`src/rtl/pipe_pkg.sv`:
```
// pipe_pkg -- shared definitions for the pipeline stage register.
//   DATA_W_DEF / CTRL_W_DEF : default payload widths
//   WREGEN..JALR            : bit positions of the control flags in a ctrl word
//   occ_state_e             : skid-buffer fill state (encoding equals the occupancy count)
package pipe_pkg;

    localparam int DATA_W_DEF = 64;
    localparam int CTRL_W_DEF = 16;

    // Control word bit indices.
    localparam int WREGEN  = 0;
    localparam int WMEMEN  = 1;
    localparam int RMEMEN  = 2;
    localparam int MEM2REG = 3;
    localparam int IMM     = 4;
    localparam int LOAD    = 5;
    localparam int STORE   = 6;
    localparam int JAL     = 7;
    localparam int JALR    = 8;

    // Encoded so the state value can be driven straight onto the occupancy port.
    typedef enum logic [1:0] {
        ST_EMPTY = 2'd0,
        ST_ONE   = 2'd1,
        ST_FULL  = 2'd2
    } occ_state_e;

endpackage

```
`src/rtl/pipe_slot.sv`:
```
// pipe_slot -- one beat of storage: valid flag, control word and data word.
//   CLK, RST_N      : clock, asynchronous active-low reset
//   load            : capture d_ctrl/d_data and set valid (wins over clear)
//   clear           : drop the beat; ctrl is zeroed so an empty slot reads as a NOP,
//                     data keeps its last value
//   d_ctrl, d_data  : payload to capture
//   valid, ctrl, data : registered slot contents
module pipe_slot
    import pipe_pkg::*;
#(
    parameter int DATA_W = DATA_W_DEF,
    parameter int CTRL_W = CTRL_W_DEF
) (
    input  logic              CLK,
    input  logic              RST_N,
    input  logic              load,
    input  logic              clear,
    input  logic [CTRL_W-1:0] d_ctrl,
    input  logic [DATA_W-1:0] d_data,
    output logic              valid,
    output logic [CTRL_W-1:0] ctrl,
    output logic [DATA_W-1:0] data
);

    // NOTE: the data word is reset too, so the stage powers up presenting a
    // defined all-zero payload rather than X.
    always_ff @(posedge CLK or negedge RST_N) begin
        if (!RST_N) begin
            // NOTE: non-blocking assignments here so every flop samples the
            // pre-edge values, independent of statement order.
            valid <= 1'b0;
            ctrl  <= '0;
            data  <= '0;
        end else if (load) begin
            valid <= 1'b1;
            ctrl  <= d_ctrl;
            data  <= d_data;
        end else if (clear) begin
            valid <= 1'b0;
            ctrl  <= '0;
        end
    end

endmodule

```
`src/rtl/pipe_stage_reg.sv`:
```
// pipe_stage_reg -- valid/ready pipeline register between two pipeline stages.
//   SKID=1 : main slot plus skid slot, in_ready registered (breaks the ready path)
//   SKID=0 : single slot, in_ready combinational from out_ready
// Ports:
//   CLK, RST_N                     : clock, asynchronous active-low reset
//   in_valid, in_ready             : upstream handshake
//   in_ctrl, in_data               : upstream payload
//   flush                          : kill every held beat and the beat on the input
//   out_valid, out_ready           : downstream handshake
//   out_ctrl, out_data             : presented payload (ctrl is zero in bubbles)
//   occupancy                      : number of beats held (0..2)
module pipe_stage_reg
    import pipe_pkg::*;
#(
    parameter int DATA_W = DATA_W_DEF,
    parameter int CTRL_W = CTRL_W_DEF,
    parameter int SKID   = 1
) (
    input  logic              CLK,
    input  logic              RST_N,
    input  logic              in_valid,
    output logic              in_ready,
    input  logic [CTRL_W-1:0] in_ctrl,
    input  logic [DATA_W-1:0] in_data,
    input  logic              flush,
    output logic              out_valid,
    input  logic              out_ready,
    output logic [CTRL_W-1:0] out_ctrl,
    output logic [DATA_W-1:0] out_data,
    output logic [1:0]        occupancy
);

    // Main slot: the beat presented downstream.
    logic              m_valid;
    logic [CTRL_W-1:0] m_ctrl;
    logic [DATA_W-1:0] m_data;
    logic              m_load;
    logic              m_clear;
    logic [CTRL_W-1:0] m_d_ctrl;
    logic [DATA_W-1:0] m_d_data;

    pipe_slot #(.DATA_W(DATA_W), .CTRL_W(CTRL_W)) u_main (
        .CLK    (CLK),
        .RST_N  (RST_N),
        .load   (m_load),
        .clear  (m_clear),
        .d_ctrl (m_d_ctrl),
        .d_data (m_d_data),
        .valid  (m_valid),
        .ctrl   (m_ctrl),
        .data   (m_data)
    );

    assign out_valid = m_valid;
    assign out_ctrl  = m_ctrl;
    assign out_data  = m_data;

    generate
        if (SKID != 0) begin : g_skid
            logic              s_valid;
            logic [CTRL_W-1:0] s_ctrl;
            logic [DATA_W-1:0] s_data;
            logic              s_load;
            logic              s_clear;
            logic              ready_q;
            logic              accept;
            logic              drain;
            occ_state_e        state;

            pipe_slot #(.DATA_W(DATA_W), .CTRL_W(CTRL_W)) u_skid (
                .CLK    (CLK),
                .RST_N  (RST_N),
                .load   (s_load),
                .clear  (s_clear),
                .d_ctrl (in_ctrl),
                .d_data (in_data),
                .valid  (s_valid),
                .ctrl   (s_ctrl),
                .data   (s_data)
            );

            // A beat offered during flush is discarded even when ready is high.
            assign accept = in_valid & ready_q & ~flush;
            assign drain  = m_valid & out_ready;

            always_comb begin
                // NOTE: every output gets a default first so no path leaves a
                // latch behind.
                m_load   = 1'b0;
                m_clear  = 1'b0;
                s_load   = 1'b0;
                s_clear  = 1'b0;
                m_d_ctrl = in_ctrl;
                m_d_data = in_data;
                if (flush) begin
                    m_clear = 1'b1;
                    s_clear = 1'b1;
                end else if (drain) begin
                    if (s_valid) begin
                        // Skid beat is older than anything on the input: promote it.
                        // No accept is possible here since ready_q is low while skid is full.
                        m_load   = 1'b1;
                        m_d_ctrl = s_ctrl;
                        m_d_data = s_data;
                        s_clear  = 1'b1;
                    end else if (accept) begin
                        m_load = 1'b1;
                    end else begin
                        m_clear = 1'b1;
                    end
                end else if (accept) begin
                    if (m_valid) begin
                        s_load = 1'b1;
                    end else begin
                        m_load = 1'b1;
                    end
                end
            end

            // Fill-state FSM; ready_q is the registered "skid slot will be free".
            always_ff @(posedge CLK or negedge RST_N) begin
                if (!RST_N) begin
                    state   <= ST_EMPTY;
                    ready_q <= 1'b0;
                end else if (flush) begin
                    state   <= ST_EMPTY;
                    ready_q <= 1'b1;
                end else begin
                    case (state)
                        ST_EMPTY: begin
                            ready_q <= 1'b1;
                            if (accept) state <= ST_ONE;
                        end
                        ST_ONE: begin
                            if (accept && !drain) begin
                                state   <= ST_FULL;
                                ready_q <= 1'b0;
                            end else if (!accept && drain) begin
                                state   <= ST_EMPTY;
                                ready_q <= 1'b1;
                            end else begin
                                ready_q <= 1'b1;
                            end
                        end
                        ST_FULL: begin
                            if (drain) begin
                                state   <= ST_ONE;
                                ready_q <= 1'b1;
                            end
                        end
                        default: begin
                            state   <= ST_EMPTY;
                            ready_q <= 1'b1;
                        end
                    endcase
                end
            end

            assign in_ready  = ready_q;
            assign occupancy = state;
        end else begin : g_single
            logic accept;

            // Gated by RST_N so the stage never advertises ready while held in reset.
            assign in_ready = RST_N & (out_ready | ~m_valid);
            assign accept   = in_valid & in_ready & ~flush;

            always_comb begin
                m_d_ctrl = in_ctrl;
                m_d_data = in_data;
                m_load   = accept;
                m_clear  = flush | (m_valid & out_ready);
            end

            assign occupancy = {1'b0, m_valid};
        end
    endgenerate

endmodule

```
`config.mk`:
```
export PLATFORM = sky130hd
export DESIGN_NAME = pipe_stage_reg
export DESIGN_NICKNAME = d
export VERILOG_FILES = /design/src/rtl/pipe_pkg.sv /design/src/rtl/pipe_slot.sv /design/src/rtl/pipe_stage_reg.sv
export SDC_FILE = /design/constraint.sdc
export NUM_CORES = 1
export LEC_CHECK = 0
export CORE_ASPECT_RATIO = 1.5
export CORE_UTILIZATION = 55
export DETAILED_ROUTE_END_ITERATION = 8
export PLACE_DENSITY = 0.95
export SLEW_MARGIN = 25
export SYNTH_ARGS = -nofsm -noshare
export SYNTH_HDL_FRONTEND = slang
export SYNTH_HIERARCHICAL = 1
export SYNTH_SLANG_ARGS = --single-unit
```
`constraint.sdc`:
```
create_clock -name CLK -period 4.92 [get_ports CLK]
set_input_delay 0.984 -clock CLK [delete_from_list [all_inputs] [get_ports CLK]]
set_output_delay 0.984 -clock CLK [all_outputs]
set_load 0.02 [all_outputs]
```
==> results <==
- The hold-critical path depth is 1.
- The number of H-tree levels is 4.
- After detailed routing, the average wire length per cell comes to 19.9 um.
- Measured against the total synthesized area, the mux share comes to 35.0%.
- The worst path uses 67.6% of the clock period.
- The area growth from synthesis to layout is 30.4%.
- The worst setup path is launched from a primary input.
- The peak fanout along the critical path is 36.
- The root buffer cell chosen for the clock tree is clkbuf_16.
- Buffers added to address setup during post-CTS repair amount to 0.
- The number of vias per cell after detailed routing is 5.52.
- After Yosys synthesis, and, or, nand and nor cells account for 1.39% of the synthesized area.
- Sequential cells burn 44.0% of the power.
- The total nets after synthesis is 548.
- The analysis attributes to net switching a power of 1.13 mW.
- In the post-synthesis netlist, the biggest area contributors are dfrtp_1 (55%), mux2_2 (19%), mux2_4 (16%).
- Entering global routing, the biggest net connects 93 pins.
- The final reports fail on design-rule violations.
- The worst setup path is captured at a flop.
- The synthesized netlist occupies a cell area of 7560 um2.
- The net count of the finished layout is 714.
- Timing would allow up to 300 MHz.
- Measured along the y axis, the die boundary spans 146 um.
- The number of instances in the synthesized netlist is 463.
- The combinational family with the most area after synthesis is multiplexers.
- The number of clock buffers added by TritonCTS is 17.
- Post-CTS repair changed the size of 0 cells.
- For this design, the CTS-stage hold fixing added 0 buffers.
- The largest area contributor in the synthesized netlist is dfrtp_1.
- In the final timing run, aggregate negative setup slack is 0 ns.
- The data arrival time of the worst path is 3.62 ns.
- The overall power consumption is 4.23 mW.
- Before CTS, the worst setup slack after placement is 1.16 ns.
- The count of final max-slew check failures was 0.
- During synthesis, Yosys emitted a total of 6 warnings.
- The DRC violation count after routing is 22.
- The total grt overflow is 0.
- The final route contains 4440 vias.
- The static leakage power is 4.49 nW.
- The shortest period the worst path allows is 3.33 ns.
- Measured in cells, the most critical reg-to-reg path has a length of 4.
- The clock tree buffer depth is 2.
- Clock-pin slew was measured on the worst setup and hold paths at 0.06 ns.
- Before antenna repair, the detailed router went through 8 iterations.
- After synthesis, flip-flops and latches occupy 54.6% of the total area.
- Setup repair after global routing left no endpoint under its margin.
- Measured along the x axis, the die boundary spans 97.7 um.
- After Yosys synthesis, full adders, half adders and majority gates account for 0% of the synthesized area.
- The worst register-to-register path begins at u_main/valid$_DFFE_PN0P_.
- The internal power of the cells totals 3.10 mW.
- The final count of negative-setup-slack endpoints is 0.
- Summed over all layers, the routed wires come to 16.0 mm.
- The number of inserted filler cells in the final layout is 863.
- Between clock sinks in the finished design, the worst skew comes to 0.0109 ns.
- In this run the tool buffered the top-level ports with 168 buffer cells.
- In this run the most critical hold path is launched from g_skid.u_skid/ctrl[10]$_DFFE_PN0P_.
- Counting distinct cell types in the post-synthesis netlist gives 27.
- The count of max-cap constraint violations is 0.
- For this design, the sink count on the clock tree is 165.
- Combinational logic is responsible for 23.7% of the overall power.
- The post-route netlist has 39.8% of its cells at a drive strength greater than 1.
- Global routing used 24.1% of the available tracks across all layers.
- The routability congestion estimate from global placement is 0.723.
- For the pin with the worst max-slew slack, the measured transition is 0.982 ns.
- Tracing the worst setup path back leads to its startpoint at flush.
- For the worst setup path, the data required time is 5.22 ns.
- The first routing iteration left 162 violations.
- The number of top-level pins is 169.
- The post-layout worst setup margin is 1.59 ns.
- IR analysis of the VDD net gives a maximum drop of 0.297 mV.
- The cell row count is 52.
- The run finished, with violations left.
- The via count of the first global-routing pass was 5046.
- The number of failing hold endpoints at the final stage is 0.
- The die covers 14200 um2.
- The initial standard-cell utilization of the core is 56.1%.
- The switching fraction of total power is 26.7%.
- The worst min-delay path class is reg2reg.
- The total power divided by cell area is 429 nW/um2.
- The initial antenna violation count came to 1.
- The synthesized netlist devotes 4.74% of its cell area to compound gates.
- After synthesis the netlist holds a flip-flop and latch count of 165.
- The portion of synthesized cell area occupied by the leading cell type is 54.6%.
- The critical path class is in2reg.
- The first global-routing pass estimated 26.4 mm of wire.
- Measured against its own limit, the worst slew margin works out to 34.4%.
- The TritonCTS clock tree is done.
- The clock share of power is 32.4%.
- The synthesized-area fraction occupied by xor and xnor cells is 0%.
- The post-synthesis area per instance is 16.3 um2.
- In this run the remaining antenna-violating nets after routing total 0.
- The floorplan core area is 13500 um2.
- The total half-perimeter wirelength after legalization and detailed placement is 11.0 mm.
- Final hold analysis gives a worst-case slack of 0.495 ns.
- The clock latency reported for the late side of the worst-skew pair is 0.42 ns.
flip-flops by register name, summed over array words and instances, names as in the netlist:
name / cells
in_ready: 1
g_skid.u_skid/data: 64
g_skid.u_skid/ctrl: 16
u_main/valid: 1
g_skid.u_skid/valid: 1
u_main/data: 64
occupancy: 2
u_main/ctrl: 16
cells in the final DEF (no fill, tap or decap), types with 2 or more instances in the layout:
master           instances
nor2_1                   2
bufinv_16                3
buf_4                   10
dfrtp_1                165
mux2_2                 128
clkbuf_8                 3
clkbuf_16               17
clkdlybuf4s50_1        167
nor2_4                   2
a22o_1                  32
inv_1                    3
nand2_1                  3
a21o_1                   2
clkinvlp_4               4
mux2_4                  80
inv_6                    2
metrics by stage:
stage / utilization [%] / area, um2 / cells
finish: 73.1 / 9850 / 804
global route: 73.1 / 9850 / 804
CTS: 73.1 / 9850 / 803
detailed placement: 68.5 / 9230 / 772
global placement: 68.5 / 9230 / 772
floorplan: - / 7560 / 463
final cells by class:
| type | instances | area (um2) | share of cell area, % |
|---|---|---|---|
| Tap cell | 162 | 203 | 2.06 |
| Antenna cell | 1 | 2.50 | 0.0254 |
| Multi-Input combinational cell | 264 | 3130 | 31.8 |
| Timing Repair Buffer | 178 | 1760 | 17.8 |
| Inverter | 3 | 11.3 | 0.114 |
| Clock buffer | 21 | 470 | 4.78 |
| Clock inverter | 10 | 146 | 1.49 |
| Sequential cell | 165 | 4130 | 41.9 |
metal layers:
metal | routed length, um | GRT usage [%] | vias up
li1 | - | - | 2024
met1 | 6200 | 27.9 | 2270
met2 | 8660 | 42.5 | 119
met3 | 760 | 5.96 | 27
met4 | 399 | 9.47 | 0
met5 | 0 | 0 | -
power groups by stage:
stage                     clock network, mW  logic [mW]  registers (mW)
final                                  1.37        1.00            1.86
after CTS                              1.40        1.01            1.86
after global placement                    0       0.967            1.85
after detailed placement                  0        1.00            1.88
after global routing                   1.46        1.06            1.89
after floorplan                           0       0.404            1.99
worst paths after layout:
| kind | end | slack, ns |
|---|---|---|
| max | u_main/data[59]$_DFFE_PN0P_ | 1.59 |
| min | g_skid.u_skid/ctrl[10]$_DFFE_PN0P_ | 0.50 |
| max reg2reg | u_main/data[59]$_DFFE_PN0P_ | 2.25 |
| min reg2reg | g_skid.u_skid/ctrl[10]$_DFFE_PN0P_ | 0.50 |
| max in group asynchronous | u_main/data[63]$_DFFE_PN0P_ | 3.17 |
| min in group asynchronous | g_skid.u_skid/data[42]$_DFFE_PN0P_ | 0.61 |
worst max-delay path: stages:
cell	delay [ns]
clkdlybuf4s50_1	0.57
nand4b_4	0.91
buf_4	0.55
mux2_4	0.33
mux2_2	0.28
kinds of logic after synthesis:
family / after synthesis
AOI/OAI and AO/OA: 42
buffers and inverters: 34
DFF: 165
muxes: 208
and+or+nand+nor: 14
synthesized netlist by cell type:
master / number
buf_2: 5
o311ai_0: 1
o21bai_1: 1
a21o_1: 2
nor2_1: 2
o21ai_0: 1
mux2_4: 80
buf_4: 2
nor2_4: 2
nor3b_1: 1
nand4_1: 1
nand3_1: 1
nand2_1: 3
o21a_1: 1
a221oi_1: 1
dfrtp_1: 165
nor4b_1: 1
nor2b_1: 1
a31o_2: 1
nand4b_4: 1
a22o_1: 32
a2111o_1: 1
a21oi_1: 1
mux2_2: 128
nand2b_1: 1
inv_1: 3
buf_6: 24
Note: power is estimated with default switching activity, not from simulation.
